**config.mk**
```make
export PLATFORM = sky130hd
export DESIGN_NAME = bht_ctrl_flat
export DESIGN_NICKNAME = d
export VERILOG_FILES = /design/src/rtl/bht_ctrl_if.sv /design/src/rtl/bht_ctrl.sv /design/src/flat_wrapper.sv
export SDC_FILE = /design/constraint.sdc
export NUM_CORES = 1
export LEC_CHECK = 0
export CAP_MARGIN = 30
export CORE_MARGIN = 1.5
export CORE_UTILIZATION = 32
export DETAILED_ROUTE_END_ITERATION = 8
export PLACE_DENSITY_LB_ADDON = 0.25
export SLEW_MARGIN = 20
export SYNTH_ARGS = -nofsm -noshare
export SYNTH_HDL_FRONTEND = slang
export SYNTH_SLANG_ARGS = --single-unit
```
**constraint.sdc**
```tcl
create_clock -name clk -period 5.65 [get_ports clk]
set_input_delay 1.13 -clock clk [delete_from_list [all_inputs] [get_ports clk]]
set_output_delay 1.13 -clock clk [all_outputs]
set_load 0.02 [all_outputs]
```
**src/rtl/bht_ctrl_if.sv**
```systemverilog
// bht_ctrl_if - signal bundle between the fetch/execute stages, the BHT
// controller and the BHT LRU unit.
//
//   master : driven by the pipeline side (lookup, update, flush) and by the
//            LRU unit (lru_item); observes lookup results, upd_ready, touch.
//   slave  : the bht_ctrl side.
//
// Signals:
//   lookup_en/lookup_pc        -> fetch lookup request
//   lookup_hit/taken/target    <- combinational lookup result
//   upd_valid/upd_pc/taken/tgt -> execute-stage update request
//   upd_ready                  <- controller can accept an update
//   flush                      -> invalidate whole table
//   touch_en/touch_item        <- one-hot touch to the LRU unit
//   lru_item                   -> one-hot least-recently-used entry from LRU
interface bht_ctrl_if #(
    parameter int NItem       = 8,
    parameter int AddrWidth   = 30,
    parameter int TargetWidth = 32
);
    logic                   lookup_en;
    logic [AddrWidth-1:0]   lookup_pc;
    logic                   lookup_hit;
    logic                   lookup_taken;
    logic [TargetWidth-1:0] lookup_target;
    logic                   upd_valid;
    logic                   upd_ready;
    logic [AddrWidth-1:0]   upd_pc;
    logic                   upd_taken;
    logic [TargetWidth-1:0] upd_target;
    logic                   flush;
    logic                   touch_en;
    logic [NItem-1:0]       touch_item;
    logic [NItem-1:0]       lru_item;

    modport master (
        output lookup_en, lookup_pc, upd_valid, upd_pc, upd_taken, upd_target,
               flush, lru_item,
        input  lookup_hit, lookup_taken, lookup_target, upd_ready, touch_en,
               touch_item
    );

    modport slave (
        input  lookup_en, lookup_pc, upd_valid, upd_pc, upd_taken, upd_target,
               flush, lru_item,
        output lookup_hit, lookup_taken, lookup_target, upd_ready, touch_en,
               touch_item
    );
endinterface

```
**src/rtl/bht_ctrl.sv**
```systemverilog
// bht_ctrl - fully associative branch history table controller.
// Serves combinational fetch lookups, sequences execute-stage updates into
// the table (hit: saturating counter update; miss: allocate a victim) and is
// the sole driver of the LRU unit's one-hot touch port.
//
// Ports:
//   clk, rst_n  clock, asynchronous active-low reset
//   bus         bht_ctrl_if.slave (lookup, update handshake, flush, LRU touch)
//
// Build option:
//   BHT_LOOKUP_TOUCH_EN  when defined, an IDLE-cycle lookup hit also touches
//                        the LRU (update touches still take priority). When
//                        undefined, only writes touch the LRU, so replacement
//                        is least-recently-updated.
//
// state | meaning
// ------+---------------------------------------------------------------
// IDLE  | ready for an update (upd_ready=1 unless flush)
// WRITE | captured update is written into the hit or victim entry
module bht_ctrl #(
    parameter int NItem       = 8,
    parameter int AddrWidth   = 30,
    parameter int TargetWidth = 32
) (
    input logic      clk,
    input logic      rst_n,
    bht_ctrl_if.slave bus
);
    typedef enum logic {IDLE, WRITE} state_e;

    state_e                 state_q, state_d;
    logic [NItem-1:0]       valid_q, valid_d;
    logic [AddrWidth-1:0]   tag_q [NItem];
    logic [AddrWidth-1:0]   tag_d [NItem];
    logic [1:0]             cnt_q [NItem];
    logic [1:0]             cnt_d [NItem];
    logic [TargetWidth-1:0] tgt_q [NItem];
    logic [TargetWidth-1:0] tgt_d [NItem];
    logic [AddrWidth-1:0]   hold_pc_q, hold_pc_d;
    logic                   hold_taken_q, hold_taken_d;
    logic [TargetWidth-1:0] hold_target_q, hold_target_d;

    logic [NItem-1:0]       lk_match, upd_match, inv_first, wr_vec;
    logic                   lk_taken, upd_hit, any_inv;
    logic [TargetWidth-1:0] lk_target;

`ifndef BHT_LOOKUP_TOUCH_EN
    logic unused_lookup_en;
    assign unused_lookup_en = bus.lookup_en;
`endif

    // Tag compares: lookup side uses live lookup_pc, update side uses only
    // the holding register so the write target is stable in WRITE.
    always_comb begin
        lk_match  = '0;
        upd_match = '0;
        lk_taken  = 1'b0;
        lk_target = '0;
        for (int i = 0; i < NItem; i++) begin
            lk_match[i]  = valid_q[i] && (tag_q[i] == bus.lookup_pc);
            upd_match[i] = valid_q[i] && (tag_q[i] == hold_pc_q);
            lk_taken     = lk_taken | (lk_match[i] & cnt_q[i][1]);
            lk_target    = lk_target | ({TargetWidth{lk_match[i]}} & tgt_q[i]);
        end
    end

    assign bus.lookup_hit    = |lk_match;
    assign bus.lookup_taken  = lk_taken;
    assign bus.lookup_target = lk_target;
    assign upd_hit           = |upd_match;

    // Lowest-index invalid entry is preferred over the LRU victim.
    always_comb begin
        inv_first = '0;
        any_inv   = 1'b0;
        for (int i = 0; i < NItem; i++) begin
            if (!valid_q[i] && !any_inv) begin
                inv_first[i] = 1'b1;
                any_inv      = 1'b1;
            end
        end
    end

    assign wr_vec = upd_hit ? upd_match : (any_inv ? inv_first : bus.lru_item);

    always_comb begin
        state_d        = state_q;
        valid_d        = valid_q;
        tag_d          = tag_q;
        cnt_d          = cnt_q;
        tgt_d          = tgt_q;
        hold_pc_d      = hold_pc_q;
        hold_taken_d   = hold_taken_q;
        hold_target_d  = hold_target_q;
        bus.touch_en   = 1'b0;
        bus.touch_item = '0;
        bus.upd_ready  = (state_q == IDLE) && !bus.flush;

        if (bus.flush) begin
            // Drops any pending write; tags/counters/targets are left as-is.
            state_d = IDLE;
            valid_d = '0;
        end else begin
            case (state_q)
                IDLE: begin
                    if (bus.upd_valid) begin
                        hold_pc_d     = bus.upd_pc;
                        hold_taken_d  = bus.upd_taken;
                        hold_target_d = bus.upd_target;
                        state_d       = WRITE;
                    end
`ifdef BHT_LOOKUP_TOUCH_EN
                    if (bus.lookup_en && bus.lookup_hit) begin
                        bus.touch_en   = 1'b1;
                        bus.touch_item = lk_match;
                    end
`endif
                end
                WRITE: begin
                    bus.touch_en   = 1'b1;
                    bus.touch_item = wr_vec;
                    for (int i = 0; i < NItem; i++) begin
                        if (wr_vec[i]) begin
                            if (upd_hit) begin
                                if (hold_taken_q) begin
                                    if (cnt_q[i] != 2'b11) cnt_d[i] = cnt_q[i] + 2'd1;
                                    tgt_d[i] = hold_target_q;
                                end else if (cnt_q[i] != 2'b00) begin
                                    cnt_d[i] = cnt_q[i] - 2'd1;
                                end
                            end else begin
                                valid_d[i] = 1'b1;
                                tag_d[i]   = hold_pc_q;
                                tgt_d[i]   = hold_target_q;
                                cnt_d[i]   = hold_taken_q ? 2'b10 : 2'b01;
                            end
                        end
                    end
                    state_d = IDLE;
                end
                default: state_d = IDLE;
            endcase
        end
    end

    always_ff @(posedge clk or negedge rst_n) begin
        if (!rst_n) begin
            state_q       <= IDLE;
            valid_q       <= '0;
            tag_q         <= '{default: '0};
            cnt_q         <= '{default: '0};
            tgt_q         <= '{default: '0};
            hold_pc_q     <= '0;
            hold_taken_q  <= 1'b0;
            hold_target_q <= '0;
        end else begin
            state_q       <= state_d;
            valid_q       <= valid_d;
            tag_q         <= tag_d;
            cnt_q         <= cnt_d;
            tgt_q         <= tgt_d;
            hold_pc_q     <= hold_pc_d;
            hold_taken_q  <= hold_taken_d;
            hold_target_q <= hold_target_d;
        end
    end
endmodule

```
**src/flat_wrapper.sv**
```systemverilog
// flat-port wrapper written by rule: the top's interface ports become plain ports
module bht_ctrl_flat 
#(
    parameter int NItem       = 8,
    parameter int AddrWidth   = 30,
    parameter int TargetWidth = 32
)
  (clk, rst_n, bus_lookup_en, bus_lookup_pc, bus_upd_valid, bus_upd_pc, bus_upd_taken, bus_upd_target, bus_flush, bus_lru_item, bus_lookup_hit, bus_lookup_taken, bus_lookup_target, bus_upd_ready, bus_touch_en, bus_touch_item);
  bht_ctrl_if #(.NItem(NItem), .AddrWidth(AddrWidth), .TargetWidth(TargetWidth)) bus_i ();
  input logic clk;
  input logic rst_n;
  input wire logic [$bits(bus_i.lookup_en)-1:0] bus_lookup_en;
  input wire logic [$bits(bus_i.lookup_pc)-1:0] bus_lookup_pc;
  input wire logic [$bits(bus_i.upd_valid)-1:0] bus_upd_valid;
  input wire logic [$bits(bus_i.upd_pc)-1:0] bus_upd_pc;
  input wire logic [$bits(bus_i.upd_taken)-1:0] bus_upd_taken;
  input wire logic [$bits(bus_i.upd_target)-1:0] bus_upd_target;
  input wire logic [$bits(bus_i.flush)-1:0] bus_flush;
  input wire logic [$bits(bus_i.lru_item)-1:0] bus_lru_item;
  output wire logic [$bits(bus_i.lookup_hit)-1:0] bus_lookup_hit;
  output wire logic [$bits(bus_i.lookup_taken)-1:0] bus_lookup_taken;
  output wire logic [$bits(bus_i.lookup_target)-1:0] bus_lookup_target;
  output wire logic [$bits(bus_i.upd_ready)-1:0] bus_upd_ready;
  output wire logic [$bits(bus_i.touch_en)-1:0] bus_touch_en;
  output wire logic [$bits(bus_i.touch_item)-1:0] bus_touch_item;
  assign bus_i.lookup_en = bus_lookup_en;
  assign bus_i.lookup_pc = bus_lookup_pc;
  assign bus_i.upd_valid = bus_upd_valid;
  assign bus_i.upd_pc = bus_upd_pc;
  assign bus_i.upd_taken = bus_upd_taken;
  assign bus_i.upd_target = bus_upd_target;
  assign bus_i.flush = bus_flush;
  assign bus_i.lru_item = bus_lru_item;
  assign bus_lookup_hit = bus_i.lookup_hit;
  assign bus_lookup_taken = bus_i.lookup_taken;
  assign bus_lookup_target = bus_i.lookup_target;
  assign bus_upd_ready = bus_i.upd_ready;
  assign bus_touch_en = bus_i.touch_en;
  assign bus_touch_item = bus_i.touch_item;
  bht_ctrl #(.NItem(NItem), .AddrWidth(AddrWidth), .TargetWidth(TargetWidth)) u_core (.clk(clk), .rst_n(rst_n), .bus(bus_i));
endmodule
```
; ---- Word level (Yosys, flattened, before mapping)
; Cells that the tools add are included.
[word_totals]
reg_bits = 584
mem_count = 0
rom_bits = 0
ram_bits = 0
latch_bits = 0
output_inout_bits = 44
[classes]
n_mux = 70
bitwise_logic = 33
add_sub_neg = 16
reduce_logical = 90
eq_ne = 42
shifts = 0
mul = 0
n_div = 0
n_lt_le_gt_ge = 0
[ops]
columns = op, count
row1 = == test 30 bit, 16
row2 = bitwise AND 32 bit, 8
row3 = OR 32 bit, 7
row4 = two-way mux 2 bit, 33
row5 = two-way mux 32 bit, 2
row6 = AND reduction 4 bit, 16
row7 = two-way mux 8 bit, 6
row8 = AND reduction 5 bit, 8
row9 = nonzero test 2 bit, 17
row10 = two-way mux 1 bit, 28
row11 = AND reduction 3 bit, 9
row12 = logical AND 1 bit, 24
row13 = != test 3 x 2 -> 1 bit (second input constant), 8
row14 = != test 3 bit (second input constant), 8
row15 = != test 2 bit (second input constant), 9
row16 = adder 2 x 1 -> 2 bit (second input constant), 8
row17 = OR reduction 8 bit, 2
row18 = subtractor 2 x 1 -> 2 bit (second input constant), 8
row19 = logical NOT 1 bit, 14
row20 = bitwise AND 1 bit, 8
row21 = OR 1 bit, 7
row22 = NOT 1 bit, 3
row23 = != test 2 x 1 -> 1 bit (second input constant), 1
row24 = one-hot mux 1 bit (2 select lines), 1

; ---- Logic depth before layout (Yosys ltp)
[depth]
ltp_word = 26
ltp_mapped = 12

; ---- Worst setup path before layout
; Ideal clock, no wire load.
[synth_timing]
kind = input port to output port
from = input bus_lookup_pc[11]
to = output bus_lookup_target[18]
setup_slack_ns = 0.867
t_arrival_ns = 3.653
t_required_ns = 4.520
n_path_buf = 3
cell_stages = 9
path_cell_list = clkbuf_1 xnor2_1 nand4_1 or4_1 nor4_1 buf_2 buf_2 a22oi_1 nand3_1
[synth_via]
elab_chain_cells = 10
[synth_lines]
columns = element, line
row1 = from (decl), flat_wrapper.sv:13  ; input wire logic [$bits(bus_i.lookup_pc)-1:0] bus_lookup_pc;
row2 = == test 30 bit, bht_ctrl.sv:60  ; lk_match[i] = valid_q[i] && (tag_q[i] == bus.lookup_pc);
row3 = logical AND 1 bit, bht_ctrl.sv:60
row4 = bitwise AND 32 bit, bht_ctrl.sv:63  ; lk_target = lk_target | ({TargetWidth{lk_match[i]}} & tgt_q[i]);
row5 = OR 32 bit (6 in a row), bht_ctrl.sv:63
row6 = OR 32 bit (*), bht_ctrl.sv:63
row7 = to (decl), flat_wrapper.sv:22  ; output wire logic [$bits(bus_i.lookup_target)-1:0] bus_lookup_target;
; Mark *: on every way between the ends. The rest lies on a longest branch, timed or not.

; ---- Worst setup path after layout
[layout_timing]
from = input bus_lookup_pc[25]
to = output bus_lookup_target[23]
; Same word-level chain as after synthesis.

==> metrics.txt <==
# TYPE chip_impl_metric gauge
chip_impl_metric{name="synth_async_sr_flop_share",unit="%"} 100
chip_impl_info{name="regToRegEndpoint",value="u_core.tgt_q[149]$_DFFE_PN0P_"} 1
chip_impl_metric{name="groute.layer.met1.usage",unit="%"} 31.7
chip_impl_metric{name="maximum_number_of_pins_on_one_net_before_global_route_repair",unit=""} 136
chip_impl_info{name="critical_path_class",value="in -> out"} 1
chip_impl_metric{name="clkTransAtPathRegs",unit="ns"} 0.06
chip_impl_info{name="tritoncts",value="built"} 1
chip_impl_info{name="synth_top_flop_cell",value="dfrtp_1"} 1
chip_impl_metric{name="pleak",unit="µW"} 0.0164
chip_impl_info{name="cts-root-buf",value="clkbuf_16"} 1
chip_impl_metric{name="period_share",unit="%"} 98.9
chip_impl_metric{name="worst-r2r-cell-count",unit=""} 12
chip_impl_metric{name="drt_pass1_iterations",unit=""} 7
chip_impl_info{name="synth_area_leader_cell",value="dfrtp_1"} 1
chip_impl_metric{name="design.core.area",unit="µm²"} 94900
chip_impl_metric{name="synth_top_area_share",unit="%"} 47.8
chip_impl_metric{name="die_x",unit="µm"} 312
chip_impl_metric{name="yosysWarnings",unit=""} 0
chip_impl_metric{name="routedWlPerCell",unit="µm"} 27.2
chip_impl_metric{name="final_core_utilization",unit="%"} 39.6
chip_impl_metric{name="track_usage",unit="%"} 22.3
chip_impl_metric{name="worst_skew_pair.late_latency",unit="ns"} 0.65
chip_impl_metric{name="grt_antenna_before_repair",unit=""} 3
chip_impl_info{name="crit_path_start_kind",value="primary input"} 1
chip_impl_metric{name="setup_ws",unit="ns"} 0.0595
chip_impl_metric{name="drt.antenna.violating_nets",unit=""} 0
chip_impl_metric{name="floorplan.die.height",unit="µm"} 312
chip_impl_info{name="synth.area.top_cells",value="dfrtp_1 (48%), mux2_2 (18%), xnor2_1 (10%), xor2_1 (3.6%), nand4_1 (2.6%)"} 1
chip_impl_metric{name="synth_seq_area_share",unit="%"} 47.8
chip_impl_metric{name="placement.io_buffers",unit=""} 148
chip_impl_metric{name="remaining_drc_errors",unit=""} 0
chip_impl_metric{name="finClkSkew",unit="ns"} 0.0441
chip_impl_info{name="hold_path_class",value="in -> async"} 1
chip_impl_metric{name="syn-mean-instance-area",unit="µm²"} 12.3
chip_impl_metric{name="dp_hpwl",unit="mm"} 76.0
chip_impl_metric{name="finalMaxSlewViolations",unit=""} 0
chip_impl_metric{name="gp_congestion",unit=""} 0.936
chip_impl_metric{name="fmax",unit="GHz"} 0.179
chip_impl_metric{name="post_drt_via_cell_ratio",unit=""} 5.42
chip_impl_metric{name="area_growth_syn_to_layout",unit="%"} 22.7
chip_impl_metric{name="cp.required",unit="ns"} 4.52
chip_impl_metric{name="number_of_sinks_driven_by_the_clock_tree",unit=""} 584
chip_impl_metric{name="cts.path.max_buffers",unit=""} 3
chip_impl_metric{name="synth_edf_count",unit=""} 0
chip_impl_info{name="status",value="completed"} 1
chip_impl_metric{name="setup_viol_count_final",unit=""} 0
chip_impl_metric{name="synth_cell_types",unit=""} 79
chip_impl_metric{name="post_synth_inst_count",unit=""} 2479
chip_impl_info{name="grt_busiest_layer",value="met2"} 1
chip_impl_metric{name="net_count_after_synthesis",unit=""} 2585
chip_impl_metric{name="period_minus_slack",unit="ns"} 5.59
chip_impl_metric{name="hold_violation_total_from_the_final_report",unit=""} 0
chip_impl_metric{name="initial_utilization",unit="%"} 32.3
chip_impl_metric{name="detailedRoute.firstIterationViolations",unit=""} 1691
chip_impl_metric{name="grt_util_met3",unit="%"} 3.92
chip_impl_metric{name="first_global_vias",unit=""} 22700
chip_impl_metric{name="synth.cell_area",unit="µm²"} 30600
chip_impl_metric{name="drive_above_1_share",unit="%"} 32.0
chip_impl_metric{name="power.total",unit="µW"} 11900
chip_impl_metric{name="number_of_storage_elements_in_the_synthesis_netlist",unit=""} 584
chip_impl_metric{name="dr_total_vias",unit=""} 21900
chip_impl_metric{name="relSlewSlack",unit="%"} 37.2
chip_impl_metric{name="row_cnt",unit=""} 113
chip_impl_metric{name="setup_slack_after_placement",unit="ns"} -0.126
chip_impl_metric{name="grtUsageMet2",unit="%"} 34.1
chip_impl_metric{name="worst-slew-pin-transition",unit="ns"} 0.942
chip_impl_metric{name="cap_viol_max_count",unit=""} 0
chip_impl_metric{name="irDropWorstVdd",unit="mV"} 0.220
chip_impl_metric{name="die-area",unit="µm²"} 97500
chip_impl_metric{name="cts_bufs_inserted",unit=""} 72
chip_impl_metric{name="htreeDepth",unit=""} 3
chip_impl_metric{name="overflow",unit=""} 0
chip_impl_metric{name="setup-tns-final",unit="ns"} 0
chip_impl_metric{name="nNetsFinal",unit=""} 2825
chip_impl_metric{name="grt_first_pass_wirelength",unit="mm"} 160
chip_impl_metric{name="power-per-cell-area",unit="nW/µm²"} 316
chip_impl_metric{name="worst-r2r-setup-slack",unit="ns"} 1.25
chip_impl_metric{name="io_pins",unit=""} 150
chip_impl_metric{name="totalWireLength",unit="mm"} 110
chip_impl_metric{name="hold_ws",unit="ns"} 0.482
chip_impl_metric{name="timing.critical_path.arrival",unit="ns"} 4.46
chip_impl_metric{name="crit_path_max_fanout",unit=""} 13
chip_impl_info{name="end_kind",value="output port"} 1
chip_impl_info{name="r2r-start",value="u_core.hold_pc_q[2]$_DFFE_PN0P_"} 1
-- area by class of cell --
class,count,area (µm²)
fillers,9027,57300
multi-input cells,1683,15100
flip-flops and latches,584,14600
repair buffers,354,3810
clock buffers,104,2100
well taps,1265,1580
clock inverters,18,243
inverters,24,90.1
diodes,1,2.50
-- cell usage after synthesis (all sizes together) (4+ instances only) --
library cell / number
nor4: 67
a22o: 33
a22oi: 66
inv: 24
a211o: 5
nand2: 59
or3: 4
or4: 16
clkbuf: 70
a221oi: 33
a211oi: 7
xnor2: 356
nor2b: 6
xor2: 125
and4: 4
nor2: 24
nor4b: 5
a31oi: 9
a21oi: 18
nand3: 57
dfrtp: 584
buf: 118
o21ai: 32
o211ai: 5
nand2b: 6
mux2: 544
nand4: 130
nand4b: 7
nor3: 17
-- cells in the final DEF (no fill, tap or decap), drive strengths merged, types with 18 or more instances in the layout --
master / netlist / routed
dfrtp: 584 / 584
mux2: 544 / 544
xnor2: 356 / 356
buf: 118 / 208
nand4: 130 / 130
clkdlybuf4s50: 0 / 128
xor2: 125 / 125
clkbuf: 70 / 105
nor4: 67 / 67
a22oi: 66 / 66
nand2: 59 / 59
nand3: 57 / 57
a22o: 33 / 33
a221oi: 33 / 33
o21ai: 32 / 32
inv: 24 / 26
nor2: 24 / 24
a21oi: 18 / 18
-- timing repair --
| action | in CTS | in global routing |
|---|---|---|
| endpoints found under the hold margin | 0 | 0 |
| buffers inserted | 0 | 5 |
| hold buffers | 0 | 0 |
| pin swaps | 1 | 3 |
| gates resized for setup | 6 | 24 |
| cloned | 0 | 1 |
| endpoints found under the setup margin | 36 | 29 |
-- through the flow --
| stage | cell area (µm²) | instances |
|---|---|---|
| after global placement | 35000 | 3903 |
| final | 37600 | 4033 |
| after CTS | 37400 | 4026 |
| after global routing | 37500 | 4032 |
| after floorplan | 30600 | 2479 |
| after detailed placement | 35000 | 3904 |
-- where the power goes --
part           internal [µW]  switching (µW)  leakage (µW)
Clock                   2690            1900       0.00116
Combinational            982            1130       0.00743
Sequential              4580             580       0.00777
-- worst max-delay path by stage --
stage	end	start	cells after the start	slack, ns
2_1_floorplan	bus_lookup_target[18]	bus_lookup_pc[11]	9	0.87
3_3_place_gp	bus_lookup_target[11]	bus_lookup_pc[16]	12	-0.16
3_5_place_dp	bus_lookup_target[31]	bus_lookup_pc[3]	11	-0.13
4_1_cts	bus_touch_item[1]	u_core.hold_pc_q[0]$_DFFE_PN0P_	10	0.003
5_1_grt	bus_lookup_target[13]	bus_lookup_pc[3]	13	-0.02
6_report	bus_lookup_target[23]	bus_lookup_pc[25]	11	0.06
-- sequential cells by signal (all words and copies together), names as in the netlist --
register              count
u_core.cnt_q             16
u_core.state_q            1
u_core.hold_pc_q         30
u_core.tag_q            240
u_core.valid_q            8
u_core.hold_target_q     32
u_core.hold_taken_q       1
u_core.tgt_q            256
-- cells by family (layout without fill, tap and decap cells) --
| group | Yosys count | in the layout | share of synthesized area [%] |
|---|---|---|---|
| xor gates and xnor gates | 481 | 481 | 13.8 |
| AOI/OAI and AO/OA | 242 | 242 | 6.16 |
| buffers and inverters | 212 | 500 | 3.61 |
| DFF | 584 | 584 | 47.8 |
| muxes | 545 | 545 | 20.6 |
| and+or+nand+nor | 415 | 415 | 8.10 |
| other | 0 | 1 | 0 |
-- layer usage --
layer	vias to the layer above	wire, µm
met2	728	49200
li1	9458	-
met3	151	6900
met1	11500	50200
met5	-	0
met4	0	3290
-- critical path, cell delays in order --
cell	delay, ns
clkdlybuf4s50_1	0.75
buf_4	0.27
buf_4	0.20
xnor2_1	0.17
nand4_1	0.17
nor4_4	0.47
buf_4	0.26
buf_12	0.17
a221oi_1	0.10
nand3_1	0.11
clkdlybuf4s50_1	0.62
Power figures use the tool's default switching activity.
